`config.mk`:
```
export PLATFORM = sky130hd
export DESIGN_NAME = mem_operand_fetch_flat
export DESIGN_NICKNAME = d
export VERILOG_FILES = /design/src/rtl/mem_operand_fetch_if.sv /design/src/rtl/mem_operand_fetch.sv /design/src/flat_wrapper.sv
export SDC_FILE = /design/constraint.sdc
export NUM_CORES = 1
export LEC_CHECK = 0
export CELL_PAD_IN_SITES_DETAIL_PLACEMENT = 0
export CELL_PAD_IN_SITES_GLOBAL_PLACEMENT = 1
export CORE_AREA = 2 2 278 280
export DETAILED_ROUTE_END_ITERATION = 8
export DIE_AREA = 0 0 280 282
export MAX_ROUTING_LAYER = met4
export PLACE_DENSITY_LB_ADDON = 0.1
export SLEW_MARGIN = 20
export SYNTH_ARGS = -nofsm -noshare
export SYNTH_HDL_FRONTEND = slang
export SYNTH_SLANG_ARGS = --single-unit
```
`constraint.sdc`:
```
create_clock -name clk -period 17.1 [get_ports clk]
set_clock_uncertainty 0.15 [all_clocks]
set_input_delay 3.42 -clock clk [delete_from_list [all_inputs] [get_ports clk]]
set_output_delay 3.42 -clock clk [all_outputs]
set_load 0.05 [all_outputs]
```
`src/rtl/mem_operand_fetch_if.sv`:
```
// Bundle, data-cache and execute handshake signals of the memory operand fetch stage.
// slave is the stage itself; master is whatever sits around it (address calc, cache, execute).
interface mem_operand_fetch_if #(
  parameter int ADDR_W = 64,
  parameter int DATA_W = 64,
  parameter int CNT_W  = 32
);
  logic              flush;
  logic              in_valid;
  logic              in_ready;
  logic [7:0]        opcode_in;
  logic [3:0]        dest_reg_in;
  logic              mem_dest_in;
  logic [ADDR_W-1:0] addr_dest_in;
  logic              mem_src1_in;
  logic              mem_src2_in;
  logic [ADDR_W-1:0] addr_src1_in;
  logic [ADDR_W-1:0] addr_src2_in;
  logic [DATA_W-1:0] operand1_in;
  logic [DATA_W-1:0] operand2_in;
  logic              dc_req_valid;
  logic              dc_req_ready;
  logic [ADDR_W-1:0] dc_req_addr;
  logic              dc_resp_valid;
  logic [DATA_W-1:0] dc_resp_data;
  logic              out_valid;
  logic              out_ready;
  logic [7:0]        opcode_out;
  logic [3:0]        dest_reg_out;
  logic              mem_dest_out;
  logic [ADDR_W-1:0] addr_dest_out;
  logic [DATA_W-1:0] operand1_out;
  logic [DATA_W-1:0] operand2_out;
  logic [CNT_W-1:0]  wait_cycles;

  modport master (
    output flush, in_valid, opcode_in, dest_reg_in, mem_dest_in, addr_dest_in,
           mem_src1_in, mem_src2_in, addr_src1_in, addr_src2_in, operand1_in, operand2_in,
           dc_req_ready, dc_resp_valid, dc_resp_data, out_ready,
    input  in_ready, dc_req_valid, dc_req_addr, out_valid, opcode_out, dest_reg_out,
           mem_dest_out, addr_dest_out, operand1_out, operand2_out, wait_cycles
  );

  modport slave (
    input  flush, in_valid, opcode_in, dest_reg_in, mem_dest_in, addr_dest_in,
           mem_src1_in, mem_src2_in, addr_src1_in, addr_src2_in, operand1_in, operand2_in,
           dc_req_ready, dc_resp_valid, dc_resp_data, out_ready,
    output in_ready, dc_req_valid, dc_req_addr, out_valid, opcode_out, dest_reg_out,
           mem_dest_out, addr_dest_out, operand1_out, operand2_out, wait_cycles
  );
endinterface

```
`src/rtl/mem_operand_fetch.sv`:
```
// Memory operand fetch stage: loads flagged source operands from the data cache before execute.
// Optional MEMFETCH_ADDR_REUSE_EN: one shared read when both sources hit the same address.
module mem_operand_fetch #(
  parameter int ADDR_W = 64,
  parameter int DATA_W = 64,
  parameter int CNT_W  = 32
) (
  input logic clk,
  input logic reset,
  mem_operand_fetch_if.slave bus
);

  typedef enum logic [2:0] {IDLE, REQ1, WAIT1, REQ2, WAIT2, HOLD, DRAIN} stateT;

  stateT             state;
  logic [7:0]        opcodeReg;
  logic [3:0]        destRegReg;
  logic              memDestReg;
  logic [ADDR_W-1:0] addrDestReg;
  logic              srcMem2;
  logic [ADDR_W-1:0] addrSrc1;
  logic [ADDR_W-1:0] addrSrc2;
  logic [DATA_W-1:0] operand1;
  logic [DATA_W-1:0] operand2;
  logic              reqValid;
  logic [ADDR_W-1:0] reqAddr;
  logic              outValid;
  logic [CNT_W-1:0]  waitCnt;
  logic              inReady;
  logic              accept;
  logic              reuseHit;

  assign inReady = !bus.flush && (state == IDLE || (state == HOLD && bus.out_ready));
  assign accept  = bus.in_valid && inReady;

`ifdef MEMFETCH_ADDR_REUSE_EN
  assign reuseHit = srcMem2 && (addrSrc1 == addrSrc2);
`else
  assign reuseHit = 1'b0;
`endif

  // Whole stage FSM; request and output-valid flags are set on the transition into their state.
  always_ff @(posedge clk or posedge reset) begin
    if (reset) begin
      state       <= IDLE;
      opcodeReg   <= '0;
      destRegReg  <= '0;
      memDestReg  <= 1'b0;
      addrDestReg <= '0;
      srcMem2     <= 1'b0;
      addrSrc1    <= '0;
      addrSrc2    <= '0;
      operand1    <= '0;
      operand2    <= '0;
      reqValid    <= 1'b0;
      reqAddr     <= '0;
      outValid    <= 1'b0;
      waitCnt     <= '0;
    end else begin
      if ((state == WAIT1 || state == WAIT2) && waitCnt != '1)
        waitCnt <= waitCnt + 1'b1;

      if (bus.flush) begin
        reqValid <= 1'b0;
        outValid <= 1'b0;
        // An already-accepted read still returns data, so DRAIN must swallow it.
        case (state)
          REQ1, REQ2:          state <= bus.dc_req_ready ? DRAIN : IDLE;
          WAIT1, WAIT2, DRAIN: state <= bus.dc_resp_valid ? IDLE : DRAIN;
          default:             state <= IDLE;
        endcase
      end else if (accept) begin
        opcodeReg   <= bus.opcode_in;
        destRegReg  <= bus.dest_reg_in;
        memDestReg  <= bus.mem_dest_in;
        addrDestReg <= bus.addr_dest_in;
        srcMem2     <= bus.mem_src2_in;
        addrSrc1    <= bus.addr_src1_in;
        addrSrc2    <= bus.addr_src2_in;
        operand1    <= bus.operand1_in;
        operand2    <= bus.operand2_in;
        if (bus.mem_src1_in) begin
          state    <= REQ1;
          reqValid <= 1'b1;
          reqAddr  <= bus.addr_src1_in;
          outValid <= 1'b0;
        end else if (bus.mem_src2_in) begin
          state    <= REQ2;
          reqValid <= 1'b1;
          reqAddr  <= bus.addr_src2_in;
          outValid <= 1'b0;
        end else begin
          state    <= HOLD;
          reqValid <= 1'b0;
          outValid <= 1'b1;
        end
      end else begin
        case (state)
          REQ1, REQ2: begin
            if (bus.dc_req_ready) begin
              state    <= (state == REQ1) ? WAIT1 : WAIT2;
              reqValid <= 1'b0;
            end
          end
          WAIT1: begin
            if (bus.dc_resp_valid) begin
              operand1 <= bus.dc_resp_data;
              if (reuseHit)
                operand2 <= bus.dc_resp_data;
              if (srcMem2 && !reuseHit) begin
                state    <= REQ2;
                reqValid <= 1'b1;
                reqAddr  <= addrSrc2;
              end else begin
                state    <= HOLD;
                outValid <= 1'b1;
              end
            end
          end
          WAIT2: begin
            if (bus.dc_resp_valid) begin
              operand2 <= bus.dc_resp_data;
              state    <= HOLD;
              outValid <= 1'b1;
            end
          end
          HOLD: begin
            if (bus.out_ready) begin
              state    <= IDLE;
              outValid <= 1'b0;
            end
          end
          DRAIN: begin
            if (bus.dc_resp_valid)
              state <= IDLE;
          end
          default: ;
        endcase
      end
    end
  end

  assign bus.in_ready      = inReady;
  assign bus.dc_req_valid  = reqValid;
  assign bus.dc_req_addr   = reqAddr;
  assign bus.out_valid     = outValid;
  assign bus.opcode_out    = opcodeReg;
  assign bus.dest_reg_out  = destRegReg;
  assign bus.mem_dest_out  = memDestReg;
  assign bus.addr_dest_out = addrDestReg;
  assign bus.operand1_out  = operand1;
  assign bus.operand2_out  = operand2;
  assign bus.wait_cycles   = waitCnt;

endmodule
```
`src/flat_wrapper.sv`:
```
// flat-port wrapper written by rule: the top's interface ports become plain ports
module mem_operand_fetch_flat 
#(
  parameter int ADDR_W = 64,
  parameter int DATA_W = 64,
  parameter int CNT_W  = 32
)
  (clk, reset, bus_flush, bus_in_valid, bus_opcode_in, bus_dest_reg_in, bus_mem_dest_in, bus_addr_dest_in, bus_mem_src1_in, bus_mem_src2_in, bus_addr_src1_in, bus_addr_src2_in, bus_operand1_in, bus_operand2_in, bus_dc_req_ready, bus_dc_resp_valid, bus_dc_resp_data, bus_out_ready, bus_in_ready, bus_dc_req_valid, bus_dc_req_addr, bus_out_valid, bus_opcode_out, bus_dest_reg_out, bus_mem_dest_out, bus_addr_dest_out, bus_operand1_out, bus_operand2_out, bus_wait_cycles);
  mem_operand_fetch_if #(.ADDR_W(ADDR_W), .DATA_W(DATA_W), .CNT_W(CNT_W)) bus_i ();
  input logic clk;
  input logic reset;
  input wire logic [$bits(bus_i.flush)-1:0] bus_flush;
  input wire logic [$bits(bus_i.in_valid)-1:0] bus_in_valid;
  input wire logic [$bits(bus_i.opcode_in)-1:0] bus_opcode_in;
  input wire logic [$bits(bus_i.dest_reg_in)-1:0] bus_dest_reg_in;
  input wire logic [$bits(bus_i.mem_dest_in)-1:0] bus_mem_dest_in;
  input wire logic [$bits(bus_i.addr_dest_in)-1:0] bus_addr_dest_in;
  input wire logic [$bits(bus_i.mem_src1_in)-1:0] bus_mem_src1_in;
  input wire logic [$bits(bus_i.mem_src2_in)-1:0] bus_mem_src2_in;
  input wire logic [$bits(bus_i.addr_src1_in)-1:0] bus_addr_src1_in;
  input wire logic [$bits(bus_i.addr_src2_in)-1:0] bus_addr_src2_in;
  input wire logic [$bits(bus_i.operand1_in)-1:0] bus_operand1_in;
  input wire logic [$bits(bus_i.operand2_in)-1:0] bus_operand2_in;
  input wire logic [$bits(bus_i.dc_req_ready)-1:0] bus_dc_req_ready;
  input wire logic [$bits(bus_i.dc_resp_valid)-1:0] bus_dc_resp_valid;
  input wire logic [$bits(bus_i.dc_resp_data)-1:0] bus_dc_resp_data;
  input wire logic [$bits(bus_i.out_ready)-1:0] bus_out_ready;
  output wire logic [$bits(bus_i.in_ready)-1:0] bus_in_ready;
  output wire logic [$bits(bus_i.dc_req_valid)-1:0] bus_dc_req_valid;
  output wire logic [$bits(bus_i.dc_req_addr)-1:0] bus_dc_req_addr;
  output wire logic [$bits(bus_i.out_valid)-1:0] bus_out_valid;
  output wire logic [$bits(bus_i.opcode_out)-1:0] bus_opcode_out;
  output wire logic [$bits(bus_i.dest_reg_out)-1:0] bus_dest_reg_out;
  output wire logic [$bits(bus_i.mem_dest_out)-1:0] bus_mem_dest_out;
  output wire logic [$bits(bus_i.addr_dest_out)-1:0] bus_addr_dest_out;
  output wire logic [$bits(bus_i.operand1_out)-1:0] bus_operand1_out;
  output wire logic [$bits(bus_i.operand2_out)-1:0] bus_operand2_out;
  output wire logic [$bits(bus_i.wait_cycles)-1:0] bus_wait_cycles;
  assign bus_i.flush = bus_flush;
  assign bus_i.in_valid = bus_in_valid;
  assign bus_i.opcode_in = bus_opcode_in;
  assign bus_i.dest_reg_in = bus_dest_reg_in;
  assign bus_i.mem_dest_in = bus_mem_dest_in;
  assign bus_i.addr_dest_in = bus_addr_dest_in;
  assign bus_i.mem_src1_in = bus_mem_src1_in;
  assign bus_i.mem_src2_in = bus_mem_src2_in;
  assign bus_i.addr_src1_in = bus_addr_src1_in;
  assign bus_i.addr_src2_in = bus_addr_src2_in;
  assign bus_i.operand1_in = bus_operand1_in;
  assign bus_i.operand2_in = bus_operand2_in;
  assign bus_i.dc_req_ready = bus_dc_req_ready;
  assign bus_i.dc_resp_valid = bus_dc_resp_valid;
  assign bus_i.dc_resp_data = bus_dc_resp_data;
  assign bus_i.out_ready = bus_out_ready;
  assign bus_in_ready = bus_i.in_ready;
  assign bus_dc_req_valid = bus_i.dc_req_valid;
  assign bus_dc_req_addr = bus_i.dc_req_addr;
  assign bus_out_valid = bus_i.out_valid;
  assign bus_opcode_out = bus_i.opcode_out;
  assign bus_dest_reg_out = bus_i.dest_reg_out;
  assign bus_mem_dest_out = bus_i.mem_dest_out;
  assign bus_addr_dest_out = bus_i.addr_dest_out;
  assign bus_operand1_out = bus_i.operand1_out;
  assign bus_operand2_out = bus_i.operand2_out;
  assign bus_wait_cycles = bus_i.wait_cycles;
  mem_operand_fetch #(.ADDR_W(ADDR_W), .DATA_W(DATA_W), .CNT_W(CNT_W)) u_core (.clk(clk), .reset(reset), .bus(bus_i));
endmodule
```
Word-level counts from Yosys, hierarchy flattened. Cells that the tools add are included.

Bits in registers: 371. Bits of input ports: 406. Output and inout port bits: 304. Logic and storage cells: 97.

$add $sub $neg: 1. Equal/unequal tests: 15. Multiplexer cells: 43. Bitwise operators: 1. Reductions and logical operators: 24.

Operators with widths (count): $mux W64 (11); $mux W3 (13); $add A32 B1 Y32 const B (1); $ne A32 B32 Y1 const B (1); $ne A4 B3 Y1 const B (5); $mux W1 (15); $pmux W3 S5 (1); $reduce_and A5 Y1 (2); $eq A3 B3 Y1 const B (3); $reduce_bool A2 Y1 (4); $reduce_bool A7 Y1 (1); $eq A3 B2 Y1 const B (2); $pmux W3 S2 (1); $reduce_and A3 Y1 (2); $reduce_and A6 Y1 (1); $reduce_bool A5 Y1 (1); $logic_and A1 B1 Y1 (4); $ne A4 B2 Y1 const B (1); $ne A4 B4 Y1 const B (1); $reduce_and A4 Y1 (1); $reduce_bool A4 Y1 (1); $eq A3 B1 Y1 const B (1); $logic_not A3 Y1 (1); $ne A3 B3 Y1 const B (1); 8 further kinds (9).

Logic depth before layout (Yosys ltp).
Depth in word-level cells: 7. Gate-level depth with buffers: 9. Mapped depth without buffers: 6.

Least setup slack after synthesis. Ideal clock, no wire load.

Path kind: input port to output port. Start: input bus_flush. End: output bus_in_ready. Arrival time: 4.126 ns. Data required time: 13.530 ns. Slack: 9.404 ns. Stages on the path: 2. Path buffers: 0. Cells stage by stage: nor2_1 -> o21a_1.

Word-level cells in the longest chain between the ends: 2.

RTL lines: from (decl) (RTL line flat_wrapper.sv:12) `input wire logic [$bits(bus_i.flush)-1:0] bus_flush;`; $logic_not A1 Y1 (RTL line mem_operand_fetch.sv:33) `assign inReady = !bus.flush && (state == IDLE || (state == HOLD && bus.out_ready));`; $logic_and A1 B1 Y1 (RTL line mem_operand_fetch.sv:33); to (decl) (RTL line flat_wrapper.sv:28) `output wire logic [$bits(bus_i.in_ready)-1:0] bus_in_ready;`.

No other way between the ends.

Worst setup path in the final report. Ends and elaborated chain as after synthesis.

==> qor.tcl <==
set qor(run_status) {finished clean}
set qor(final_hold_viol_count) 0
set qor(count_of_yosys_warnings_during_synthesis) 0
set qor(grt_max_degree) 153
set qor(cts.htree.levels) 2
set qor(report.final.setup_viol) 0
set qor(first_pass_iters) 5
set qor(grt_use_total) 0.1755
set qor(critPathMaxFanout) 11
set qor(first_iter_violations) 738
set qor(async_flop_share) 1.000
set qor(synth.avg_cell_area_um2) 9.540
set qor(multi_input_comb_area_mm2) 0.006610
set qor(drc) 0
set qor(worst_ep_required_time_ns) 13.53
set qor(number_of_max_capacitance_violations_reported) 0
set qor(yosysSeqAreaShare) 0.5665
set qor(synth_fp_nets) 2125
set qor(synth-seq-cells) 371
set qor(clkTransAtPathRegs_ns) 0.05
set qor(worst_hold_path_type) {reg -> reg}
set qor(timing.fmax_mhz) 109.1
set qor(cts_tree) {done}
set qor(grt_overflow) 0
set qor(clock_insertion_delay_worst_skew_ns) 0.57
set qor(layout.cells.most_common) {sky130_fd_sc_hd__clkdlybuf4s50_1}
set qor(fp.dieH_um) 282
set qor(synth.area.top_cells) {sky130_fd_sc_hd__dfrtp_1 57%, sky130_fd_sc_hd__nand2_1 15%, sky130_fd_sc_hd__a31oi_1 4.9%}
set qor(regArea_mm2) 0.009284
set qor(finalCriticalPeriod_ns) 9.169
set qor(row_count) 101
set qor(initial_cell_density_of_the_core) 0.2165
set qor(portBuffers) 709
set qor(detailroute.via_count) 14710
set qor(maxSlewHeadroom) 0.3317
set qor(synth_area_leader_cell) {sky130_fd_sc_hd__dfrtp_1}
set qor(finalCritPeriodShare) 0.5362
set qor(holdBufCountCts) 0
set qor(vias_per_cell) 4.292
set qor(cts_resized) 0
set qor(dp.cells) 3309
set qor(place_hpwl_um) 49350
set qor(max-vdd-ir-drop_mv) 0.09144
set qor(worstHoldPathCells) 2
set qor(layout.core_utilization) 0.3447
set qor(power_leakage_nw) 11.29
set qor(cp-start-kind) {input port}
set qor(clock-sinks) 371
set qor(power-per-cell-area_mw_per_mm2) 199.0
set qor(detail-route-antenna-nets) 0
set qor(die_w_um) 280
set qor(worstSetupPathType) {in -> out}
set qor(post-cts-setup-buffer-count) 0
set qor(worst_pin_slew_ns) 1.002
set qor(post_synth_instance_area_mm2) 0.01639
set qor(finish.cell_count_without_fillers) 3427
set qor(most-common-layout-cells) {708 x sky130_fd_sc_hd__clkdlybuf4s50_1, 635 x sky130_fd_sc_hd__nand2_1, 371 x sky130_fd_sc_hd__dfrtp_1, 150 x sky130_fd_sc_hd__nor2_1, 129 x sky130_fd_sc_hd__a31oi_1}
set qor(finalMaxSlewViolations) 0
set qor(synth_cells) 1718
set qor(coreArea_mm2) 0.07570
set qor(crit_path_end_kind) {output port}
set qor(rsz0062_at_grt) {false}
set qor(p_total_mw) 5.192
set qor(cts-root-to-sink-buffers) 3
set qor(num_io_pins) 710
set qor(cts_made_buffers) 49
set qor(ys_types) 50
set qor(finalWeightedCongestion) 0.7712
set qor(area_delta_synth_final_pct) 59.21
set qor(yosys_most_used_dff) {sky130_fd_sc_hd__dfrtp_1}
set qor(fin_tns_setup_ns) 0
set qor(reg2reg_depth) 7
set qor(clk_root_buffer_cell) {sky130_fd_sc_hd__clkbuf_16}
set qor(floorplan.die_area_mm2) 0.07896
set qor(initial_antenna_violation_count) 27
set qor(fin_nets) 2790
set qor(totalWireLength_um) 69640
set qor(synth_top_area_share) 0.5665
set qor(num-fill-cells) 7777
set qor(edff_count_synth) 0
set qor(first_global_vias) 15300
set qor(drive_gt1_frac) 0.07225
set qor(grt_pass1_wl_um) 101300
set qor(crit_arrival_ns) 5.60
set qor(detail_route.wl_per_cell_um) 20.32
-- synthesized netlist by cell type (all sizes together) (2+ instances only) --
cell type	instances
or2	2
o21a	2
a31oi	129
and3	6
nor2	150
and4	4
nor2b	2
o211ai	2
clkbuf	51
a311oi	2
dfrtp	371
nand3	16
mux2	67
xor2	7
nand4	17
buf	58
o31ai	2
a21oi	7
o21ai	68
nand2	636
nor3	5
or3	2
inv	5
nand2b	2
mux2i	64
nor4	4
xnor2	21
-- cells by family (layout without fill, tap and decap cells) --
family	Yosys count	in the layout	share of synthesized area
multiplexers	131	131	0.09634
flip-flops	371	371	0.5665
other	0	27	0
buffers and inverters	114	818	0.03237
AO/OA/AOI/OAI	223	223	0.08283
adder cells (fa/ha/maj)	1	1	0.0007633
AND/OR/NAND/NOR	850	850	0.2063
XOR/XNOR	28	28	0.01496
-- registers in the layout, indices dropped and copies added (netlist names) --
register,count
u_core.state,3
u_core.addrSrc2,64
u_core.bus.wait_cycles,32
u_core.bus.mem_dest_out,1
u_core.bus.operand2_out,64
u_core.srcMem2,1
u_core.bus.out_valid,1
u_core.bus.dc_req_addr,64
u_core.bus.operand1_out,64
u_core.bus.dc_req_valid,1
u_core.bus.opcode_out,8
u_core.bus.dest_reg_out,4
u_core.bus.addr_dest_out,64
-- final cells by class --
class	instances	share of cell area
clock inverters	13	0.004699
diodes	27	0.002589
repair buffers	723	0.2778
flip-flops and latches	371	0.3558
clock buffers	77	0.05792
multi-input cells	1233	0.2533
inverters	5	0.001007
well taps	978	0.04690
-- final timing paths --
path	from	end	slack, ns
max in group asynchronous	reset	u_core.addrSrc2[42]$_DFFE_PP0P_	11.39
setup reg to reg	u_core.state[0]$_DFFE_PP0P_	u_core.bus.dc_req_addr[49]$_DFFE_PP0P_	13.31
min in group asynchronous	reset	u_core.bus.operand1_out[24]$_DFFE_PP0P_	3.26
hold reg to reg	u_core.addrSrc2[39]$_DFFE_PP0P_	u_core.addrSrc2[39]$_DFFE_PP0P_	0.30
hold / removal	u_core.addrSrc2[39]$_DFFE_PP0P_	u_core.addrSrc2[39]$_DFFE_PP0P_	0.30
setup / recovery	bus_flush	bus_in_ready	7.93
-- critical path: stages --
cell and delay, ns:
sky130_fd_sc_hd__clkdlybuf4s50_1 0.64, sky130_fd_sc_hd__nor2_1 0.44, sky130_fd_sc_hd__o21a_1 0.27, sky130_fd_sc_hd__clkdlybuf4s50_1 0.83
-- power by group --
part / internal (mW) / switching, mW
logic: 0.905 / 1.77
clock network: 0.633 / 0.413
registers: 1.26 / 0.210
-- metal layers --
metal / share of wire / GRT usage / vias up
li1: - / - / 7111
met1: 0.39 / 0.1921 / 7058
met2: 0.51 / 0.3006 / 459
met3: 0.083 / 0.06082 / 79
met4: 0.021 / 0.05156 / 0
met5: 0 / - / -
-- stage by stage --
step | setup WS [ns] | hold WS, ns | cell area (µm²)
after floorplan | 3.228 | 0.2775 | 16390
after global placement | 7.921 | 0.2890 | 24360
after detailed placement | 7.886 | 0.2949 | 24360
after CTS | 7.877 | 0.3081 | 25990
after global routing | 7.790 | 0.3246 | 26090
final | 7.931 | 0.3035 | 26090
Power figures use the tool's default switching activity.
